### src/rtl/lcd_msg_sequencer.sv
// Paints one of NUM_MSG 2x16 messages through the LCD_Controller start/done handshake.
// Runs the init commands once after reset, then one frame per message change or refresh request.
module lcd_msg_sequencer #(
  parameter int NUM_MSG    = 4,
  parameter int MSG_W      = 2,
  parameter int DLY_CYCLES = 262142
) (
  input  logic             iCLK,
  input  logic             iRST,
  input  logic [MSG_W-1:0] iMSG_SEL,
  input  logic             iREFRESH,
  output logic [MSG_W-1:0] oCHAR_MSG,
  output logic [4:0]       oCHAR_POS,
  input  logic [7:0]       iCHAR,
  output logic [7:0]       oCMD_DATA,
  output logic             oCMD_RS,
  output logic             oCMD_START,
  input  logic             iCMD_DONE,
  output logic             oBUSY,
  output logic             oFRAME_DONE
);

  typedef enum logic [2:0] {S_IDLE, S_INIT, S_FETCH, S_ISSUE, S_WAIT, S_DELAY, S_NEXT} state_t;

  localparam int           CNT_W       = (DLY_CYCLES > 1) ? $clog2(DLY_CYCLES) : 1;
  localparam logic [5:0]   FRAME_STEP  = 6'd4;
  localparam logic [5:0]   LAST_STEP   = 6'd37;
  localparam logic [MSG_W:0] NUM_MSG_L = (MSG_W+1)'(NUM_MSG);

  state_t             state_reg, state_next;
  logic [5:0]         step_reg;
  logic [MSG_W-1:0]   shown_msg_reg;
  logic               pending_reg;
  logic [1:0]         phase_reg;
  logic [7:0]         char_reg;
  logic [CNT_W-1:0]   dly_cnt_reg;
  logic [MSG_W-1:0]   char_msg_reg;
  logic [4:0]         char_pos_reg;
  logic [7:0]         cmd_data_reg;
  logic               cmd_rs_reg;
  logic               cmd_start_reg;
  logic               busy_reg;
  logic               frame_done_reg;

  logic [MSG_W-1:0]   sel_clamped;
  logic               trig;
  logic               repaint_due;
  logic               last_step;
  logic               dly_last;
  logic               start_frame;
  logic               step_is_char;
  logic [4:0]         step_pos;
  logic [7:0]         step_byte;

  assign sel_clamped = ({1'b0, iMSG_SEL} >= NUM_MSG_L) ? '0 : iMSG_SEL;
  assign trig        = (sel_clamped != shown_msg_reg) || iREFRESH;
  assign repaint_due = trig || pending_reg;
  assign last_step   = (step_reg == LAST_STEP);
  assign dly_last    = (dly_cnt_reg == CNT_W'(DLY_CYCLES - 1));
  // A new frame latches the selection whether it starts from idle or chains off the last one.
  assign start_frame = repaint_due &&
                       ((state_reg == S_IDLE) || ((state_reg == S_NEXT) && last_step));

  always_ff @(posedge iCLK or posedge iRST) begin
    if (iRST) state_reg <= S_INIT;
    else      state_reg <= state_next;
  end

  always_comb begin
    state_next = state_reg;
    case (state_reg)
      S_IDLE:  if (repaint_due) state_next = S_FETCH;
      S_INIT:  state_next = S_ISSUE;
      S_FETCH: if (!step_is_char || (phase_reg == 2'd2)) state_next = S_ISSUE;
      S_ISSUE: state_next = S_WAIT;
      S_WAIT:  if (iCMD_DONE) state_next = (DLY_CYCLES == 0) ? S_NEXT : S_DELAY;
      S_DELAY: if (dly_last) state_next = S_NEXT;
      S_NEXT: begin
        if (last_step)               state_next = repaint_due ? S_FETCH : S_IDLE;
        else if (step_reg < 6'd3)    state_next = S_INIT;
        else                         state_next = S_FETCH;
      end
      default: state_next = S_IDLE;
    endcase
  end

  // Step 0..3 init, 4 line-1 address, 5..20 chars 0..15, 21 line-2 address, 22..37 chars 16..31.
  always_comb begin
    step_is_char = 1'b0;
    step_pos     = 5'd0;
    step_byte    = 8'h00;
    case (step_reg)
      6'd0:  step_byte = 8'h38;
      6'd1:  step_byte = 8'h0C;
      6'd2:  step_byte = 8'h01;
      6'd3:  step_byte = 8'h06;
      6'd4:  step_byte = 8'h80;
      6'd21: step_byte = 8'hC0;
      default: begin
        step_is_char = 1'b1;
        step_byte    = char_reg;
        step_pos     = (step_reg < 6'd21) ? 5'(step_reg - 6'd5) : 5'(step_reg - 6'd6);
      end
    endcase
  end

  always_ff @(posedge iCLK or posedge iRST) begin
    if (iRST) begin
      step_reg       <= '0;
      shown_msg_reg  <= '0;
      pending_reg    <= 1'b0;
      phase_reg      <= '0;
      char_reg       <= '0;
      dly_cnt_reg    <= '0;
      char_msg_reg   <= '0;
      char_pos_reg   <= '0;
      cmd_data_reg   <= '0;
      cmd_rs_reg     <= 1'b0;
      cmd_start_reg  <= 1'b0;
      busy_reg       <= 1'b0;
      frame_done_reg <= 1'b0;
    end else begin
      frame_done_reg <= 1'b0;
      busy_reg       <= (state_next != S_IDLE);
      if (start_frame) begin
        shown_msg_reg <= sel_clamped;
        pending_reg   <= 1'b0;
        step_reg      <= FRAME_STEP;
      end else if ((state_reg != S_IDLE) && trig) begin
        pending_reg   <= 1'b1;
      end
      case (state_reg)
        S_FETCH: begin
          if (step_is_char) begin
            case (phase_reg)
              2'd0: begin
                char_msg_reg <= shown_msg_reg;
                char_pos_reg <= step_pos;
                phase_reg    <= 2'd1;
              end
              2'd1:    phase_reg <= 2'd2;
              default: begin
                char_reg  <= iCHAR;
                phase_reg <= 2'd0;
              end
            endcase
          end
        end
        S_ISSUE: begin
          cmd_data_reg  <= step_byte;
          cmd_rs_reg    <= step_is_char;
          cmd_start_reg <= 1'b1;
        end
        S_WAIT:  if (iCMD_DONE) cmd_start_reg <= 1'b0;
        S_DELAY: dly_cnt_reg <= dly_last ? '0 : dly_cnt_reg + CNT_W'(1);
        S_NEXT: begin
          if (last_step) frame_done_reg <= 1'b1;
          else           step_reg       <= step_reg + 6'd1;
        end
        default: ;
      endcase
    end
  end

  assign oCHAR_MSG   = char_msg_reg;
  assign oCHAR_POS   = char_pos_reg;
  assign oCMD_DATA   = cmd_data_reg;
  assign oCMD_RS     = cmd_rs_reg;
  assign oCMD_START  = cmd_start_reg;
  assign oBUSY       = busy_reg;
  assign oFRAME_DONE = frame_done_reg;

endmodule
### config.mk
export PLATFORM = sky130hd
export DESIGN_NAME = lcd_msg_sequencer
export DESIGN_NICKNAME = d
export VERILOG_FILES = /design/src/rtl/lcd_msg_sequencer.sv
export SDC_FILE = /design/constraint.sdc
export NUM_CORES = 1
export LEC_CHECK = 0
export CORE_AREA = 2 2 90 92
export CTS_BUF_LIST = sky130_fd_sc_hd__clkbuf_4 sky130_fd_sc_hd__clkbuf_8 sky130_fd_sc_hd__clkbuf_16
export DETAILED_ROUTE_END_ITERATION = 10
export DIE_AREA = 0 0 92 94
export SYNTH_ARGS = -nofsm -noshare
export SYNTH_HDL_FRONTEND = slang
export SYNTH_SLANG_ARGS = --single-unit
### constraint.sdc
create_clock -name iCLK -period 2.7 [get_ports iCLK]
set_input_delay 0.405 -clock iCLK [delete_from_list [all_inputs] [get_ports iCLK]]
set_output_delay 0.405 -clock iCLK [all_outputs]
set_load 0.1 [all_outputs]
==> results of run 1 <==
-- stage by stage --
| step | util | setup WS [ns] | hold slack (ns) | power, uW | cells |
|---|---|---|---|---|---|
| after floorplan | - | 0.428 | 0.439 | 1220 | 321 |
| after global placement | 0.473 | 0.342 | 0.457 | 1290 | 452 |
| after detailed placement | 0.473 | 0.224 | 0.465 | 1300 | 452 |
| after CTS | 0.498 | 0.225 | 0.294 | 2080 | 468 |
| after global routing | 0.498 | 0.0552 | 0.306 | 2170 | 468 |
| final | 0.498 | 0.196 | 0.299 | 2050 | 468 |
-- kinds of logic after synthesis --
family          count (synthesis)
compound gates                 74
xor+xnor                       12
fa+ha+maj                       9
buf+inv                        26
flops                          59
mux                            17
simple gates                  124
-- cell type report --
class,instances,share of cell area
Timing Repair Buffer,42,0.0918
Sequential cell,59,0.390
Tap cell,102,0.0337
Multi-Input combinational cell,236,0.421
Clock inverter,2,0.00264
Clock buffer,14,0.0476
Inverter,13,0.0129
-- per-layer routing --
metal | GRT usage | vias to the layer above
met3 | 0.0506 | 9
met5 | 0 | -
met2 | 0.278 | 48
li1 | - | 1251
met1 | 0.245 | 1208
met4 | 0.0585 | 0
-- worst max-delay path, stage by stage (launching register included) --
cell      delay (ns)
dfrtp_1         0.52
inv_1           0.17
ha_1            0.31
nor4_1          0.44
o221ai_2        0.23
nor3_2          0.35
mux2_2          0.38
-- power groups by stage --
stage,Clock [uW],Sequential [uW],Combinational [uW]
after floorplan,0,1070,151
after global placement,0,1040,251
after detailed placement,0,1040,260
after CTS,794,1030,260
after global routing,835,1040,290
final,768,1030,255
-- worst max-delay path by stage --
stage	start	to	slack, ns	cells after the start
after floorplan	step_reg[0]$_DFF_PP0_	oCHAR_MSG[1]$_DFFE_PP0P_	0.43	7
after global placement	step_reg[0]$_DFF_PP0_	oCHAR_POS[3]$_DFFE_PP0P_	0.34	6
after detailed placement	step_reg[0]$_DFF_PP0_	oCHAR_POS[3]$_DFFE_PP0P_	0.22	6
after CTS	step_reg[0]$_DFF_PP0_	oCHAR_MSG[1]$_DFFE_PP0P_	0.22	6
after global routing	step_reg[0]$_DFF_PP0_	oCHAR_MSG[1]$_DFFE_PP0P_	0.06	6
final	step_reg[0]$_DFF_PP0_	oCHAR_MSG[1]$_DFFE_PP0P_	0.20	6
-- cells in the final DEF, fill, tap and decap left out, drive strengths merged, types with 6 or more instances in the layout --
cell / count
nand3: 9
or4: 8
o31ai: 6
a21oi: 15
or3: 10
nand2: 28
mux2: 14
nor3: 7
inv: 13
clkbuf: 14
nand4: 8
xnor2: 8
nor2: 25
ha: 9
clkdlybuf4s50: 13
dfrtp: 58
buf: 29
o21ai: 24
==> results.json, run 1 <==
{
  "met3_length_um": 287,
  "synthDistinctLibCells": 62,
  "worst_pin_slew_ns": 0.515,
  "numPortBuffers": 32,
  "gp_congestion": 0.869,
  "drc": 0,
  "placed_area_um2": 3600,
  "synth_xor_area_frac": 0.0331,
  "yosysSeqAreaShare": 0.466,
  "rsz0062_at_grt": "false",
  "regArea_um2": 1480,
  "status": "finished clean",
  "synthAdderAreaFrac": 0.0355,
  "start_kind": "register",
  "viasPerCell": 5.38,
  "layout-drive-gt1-share": 0.202,
  "fill_cells": 727,
  "die_w_um": 92,
  "drtPass1Iterations": 4,
  "cts_resized": 0,
  "synth_top_family_by_area": "simple AND/OR/NAND/NOR gates",
  "insertion_delay_ns": 0.34,
  "ys_top_cells_by_area": "dfrtp_1 46%, mux2_2 4.6%, o21ai_0 3.8%",
  "met1_length_um": 3370,
  "max_freq_mhz": 399,
  "die-area_um2": 8650,
  "finalWirelength_um": 7030,
  "finalMaxSlewViolations": 0,
  "largest_reg_flops": 18,
  "power_frac_comb": 0.124,
  "nets": 384,
  "power_frac_seq": 0.501,
  "fin_area_um2": 3790,
  "yosys_warnings": 0,
  "tns_ns": 0,
  "p_per_area_nw_per_um2": 541,
  "clk_path_buf_depth": 2,
  "internal_power_uw": 1480,
  "antenna_found_initial": 0,
  "coreArea_um2": 7610,
  "synth_simple_gate_area_frac": 0.222,
  "die_h_um": 94,
  "cts_tree": "built",
  "skew_ns": 0.00907,
  "min_path_type": "primary input to async pin",
  "postRouteAntennaNets": 0,
  "yosysMostFrequentCell": "dfrtp_1",
  "leakage_uw": 0.00161,
  "syn_inst": 321,
  "pwr-share-clk": 0.374,
  "clk_pin_slew_worst_paths_ns": 0.06,
  "grt.total_usage": 0.180,
  "end_kind": "register",
  "grt_pass1_wl_um": 12100,
  "setup_viol": 0,
  "async_flop_share": 1.00,
  "worstReg2RegStart": "step_reg[0]$_DFF_PP0_",
  "synth_nets": 344,
  "antenna_cells": 0,
  "syn_avg_cell_area_um2": 9.88,
  "fp-row-count": 32,
  "initial_core_util": 0.417,
  "cp_data_required_time_ns": 2.92,
  "grt_pass1_vias": 2438,
  "gr-total-overflow": 0,
  "synth-main-ff-cell": "dfrtp_1",
  "synth_area_um2": 3170,
  "htree_num_levels": 3,
  "numCtsBuffers": 9,
  "synth-edff-count": 0,
  "hold_viol_final": 0,
  "criticalPathCategory": "register to register",
  "rr_worst_depth": 6,
  "io_pins": 33,
  "ys_ff_latch": 59,
  "p_sw_frac": 0.276,
  "r2r_slack_ns": 0.20,
  "area_growth_pct": 19.4,
  "crit_fanout": 11,
  "ctsHoldBuffers": 0,
  "cts_root_buffer": "clkbuf_8",
  "highest_layer": "met4",
  "maxCapViolCount": 0,
  "yosysTopAreaCell": "dfrtp_1",
  "multi_input_area_um2": 1600,
  "p_switching_uw": 565,
  "synth_mux_area_frac": 0.0591,
  "max_slew_margin": 0.656,
  "cts_setup_buffers": 0,
  "dr_wl_met2_um": 3280,
  "r2r_end": "oCHAR_MSG[1]$_DFFE_PP0P_",
  "wire_per_inst_um": 15.0,
  "num_vias": 2516,
  "synth_compound_area_frac": 0.153,
  "post-route-min-period_ns": 2.50,
  "grt_max_degree": 28,
  "irDropWorstVdd_mv": 0.286,
  "fin_crit_sh": 0.927,
  "synth.top_cell.area_share": 0.457,
  "worstPathArrival_ns": 2.73,
  "synthTopCellsByCount": "58 x dfrtp_1, 27 x nand2_1, 24 x nor2_1, 24 x o21ai_0, 15 x a21oi_1",
  "hpwl_um": 5020,
  "cts_sinks": 59,
  "drtIter0Drc": 174
}
Note: power is estimated with default switching activity, not from simulation.
==> run 2, diff against run 1 <==
==> constraint.sdc (replaced) <==
create_clock -name iCLK -period 2.7 [get_ports iCLK]
set_input_delay 0.27 -clock iCLK [delete_from_list [all_inputs] [get_ports iCLK]]
set_output_delay 0.27 -clock iCLK [all_outputs]
set_load 0.1 [all_outputs]
==> run 2 against run 1 <==
Compared with the run above:
- first-iteration DRC count shrank 13%
- wire length is 1.0% higher
- cell count is 0.21% lower
- die area did not move
- global-route usage rose by 0.81 points
- critical path depth is the same
- clock power grew 7.9%
- total power is 3.0% higher
- critical path type unchanged
- highest routed layer unchanged
==> results.json, run 2 (synthesized netlist as in run 1, its figures left out) <==
{
  "status": "finished clean",
  "largest_reg_flops": 18,
  "gp_congestion": 0.879,
  "internal_power_uw": 1530,
  "htree_num_levels": 3,
  "pwr-share-clk": 0.392,
  "io_pins": 33,
  "final_core_util": 0.500,
  "cts_resized": 0,
  "initial_core_util": 0.417,
  "antenna_found_initial": 0,
  "start_kind": "register",
  "crit_fanout": 11,
  "num_vias": 2529,
  "cts_setup_buffers": 0,
  "final_cell_mix": "58 x dfrtp_1, 27 x nand2_1, 27 x buf_4, 24 x o21ai_0, 24 x nor2_1",
  "numCtsBuffers": 9,
  "criticalPathCategory": "register to register",
  "layout-drive-gt1-share": 0.200,
  "p_switching_uw": 583,
  "power_frac_comb": 0.120,
  "irDropWorstVdd_mv": 0.237,
  "multi_input_area_um2": 1600,
  "gr-total-overflow": 0,
  "place_ws_ns": 0.217,
  "die-area_um2": 8650,
  "worstReg2RegStart": "step_reg[0]$_DFF_PP0_",
  "rsz0062_at_grt": "false",
  "final_common_cell": "dfrtp_1",
  "die_w_um": 92,
  "setup_viol": 0,
  "p_sw_frac": 0.276,
  "nets": 383,
  "clk_pin_slew_worst_paths_ns": 0.07,
  "clk_path_buf_depth": 2,
  "fin_crit_sh": 0.913,
  "drc": 0,
  "p_per_area_nw_per_um2": 555,
  "min_path_type": "primary input to async pin",
  "die_h_um": 94,
  "drtPass1Iterations": 5,
  "max_freq_mhz": 406,
  "ctsHoldBuffers": 0,
  "postRouteAntennaNets": 0,
  "cts_root_buffer": "clkbuf_8",
  "max_slew_margin": 0.603,
  "fp-row-count": 32,
  "skew_ns": 0.00781,
  "power_frac_seq": 0.488,
  "worst_pin_slew_ns": 0.594,
  "viasPerCell": 5.42,
  "finalWirelength_um": 7100,
  "post-route-min-period_ns": 2.47,
  "tns_ns": 0,
  "grt_pass1_vias": 2568,
  "leakage_uw": 0.00161,
  "wire_per_inst_um": 15.2,
  "cp_data_required_time_ns": 2.93,
  "insertion_delay_ns": 0.34,
  "grt_max_degree": 34,
  "hold_viol_final": 0,
  "rr_worst_depth": 6,
  "finalMaxSlewViolations": 0,
  "cts_sinks": 59,
  "hpwl_um": 5160,
  "end_kind": "register",
  "numPortBuffers": 32,
  "regArea_um2": 1480,
  "hold_ws_ns": 0.314,
  "antenna_cells": 0,
  "fin_ws_ns": 0.234,
  "grt.total_usage": 0.188,
  "grt_pass1_wl_um": 12600,
  "coreArea_um2": 7610,
  "cts_tree": "built",
  "maxCapViolCount": 0,
  "worstPathArrival_ns": 2.69,
  "crit_path_start": "step_reg[0]$_DFF_PP0_",
  "fill_cells": 710,
  "area_growth_pct": 19.9,
  "drtIter0Drc": 151
}
==> run 2: cell count changes in the layout (fill, tap and decap cells not counted), sizes merged <==
cell      previous run  this run
clkinvlp             0         2
clkinv               2         1
clkbuf              14        12
bufinv               0         1
buf                 29        28
==> run 2: layer usage <==
metal,GRT usage,up-vias,routed length (um)
met5,0,-,0
met4,0.0808,0,99
met3,0.0361,8,272
met2,0.295,51,3400
met1,0.254,1215,3330
li1,-,1255,-
==> run 2: final timing paths <==
path                                                     to  slack [ns]
worst max-delay path               oCHAR_MSG[1]$_DFFE_PP0P_        0.23
worst min-delay path            dly_cnt_reg[12]$_DFFE_PP0P_        0.31
worst max register to register     oCHAR_MSG[1]$_DFFE_PP0P_        0.23
worst min register to register  dly_cnt_reg[15]$_DFFE_PP0P_        0.47
max in group asynchronous            state_reg[0]$_DFF_PP1_        1.74
min in group iCLK               dly_cnt_reg[15]$_DFFE_PP0P_        0.47
==> run 2: worst max-delay path, stage by stage (launching register included) <==
cell	delay [ns]
dfrtp_1	0.51
inv_1	0.17
ha_1	0.30
nor4_1	0.42
o221ai_2	0.22
nor3_2	0.35
mux2_2	0.38
==> run 2: area by class of cell <==
class                           count  share of cell area
Timing Repair Buffer               41              0.0927
Sequential cell                    59               0.388
Multi-Input combinational cell    236               0.419
Tap cell                          102              0.0335
Inverter                           13              0.0128
Clock inverter                      4              0.0132
Clock buffer                       12              0.0401
==> run 2: per-stage QoR <==
step | power (uW) | std cells | cell area, um^2
2_1_floorplan | 1220 | 321 | 3170
3_3_place_gp | 1290 | 451 | 3600
3_5_place_dp | 1310 | 451 | 3600
4_1_cts | 2140 | 467 | 3800
5_1_grt | 2240 | 467 | 3800
6_report | 2110 | 467 | 3800
==> run 2: power by group through the flow <==
stage          registers (uW)  logic, uW  clock network (uW)
2_1_floorplan            1070        151                   0
3_3_place_gp             1040        249                   0
3_5_place_dp             1050        258                   0
4_1_cts                  1030        258                 851
5_1_grt                  1050        292                 901
6_report                 1030        253                 829
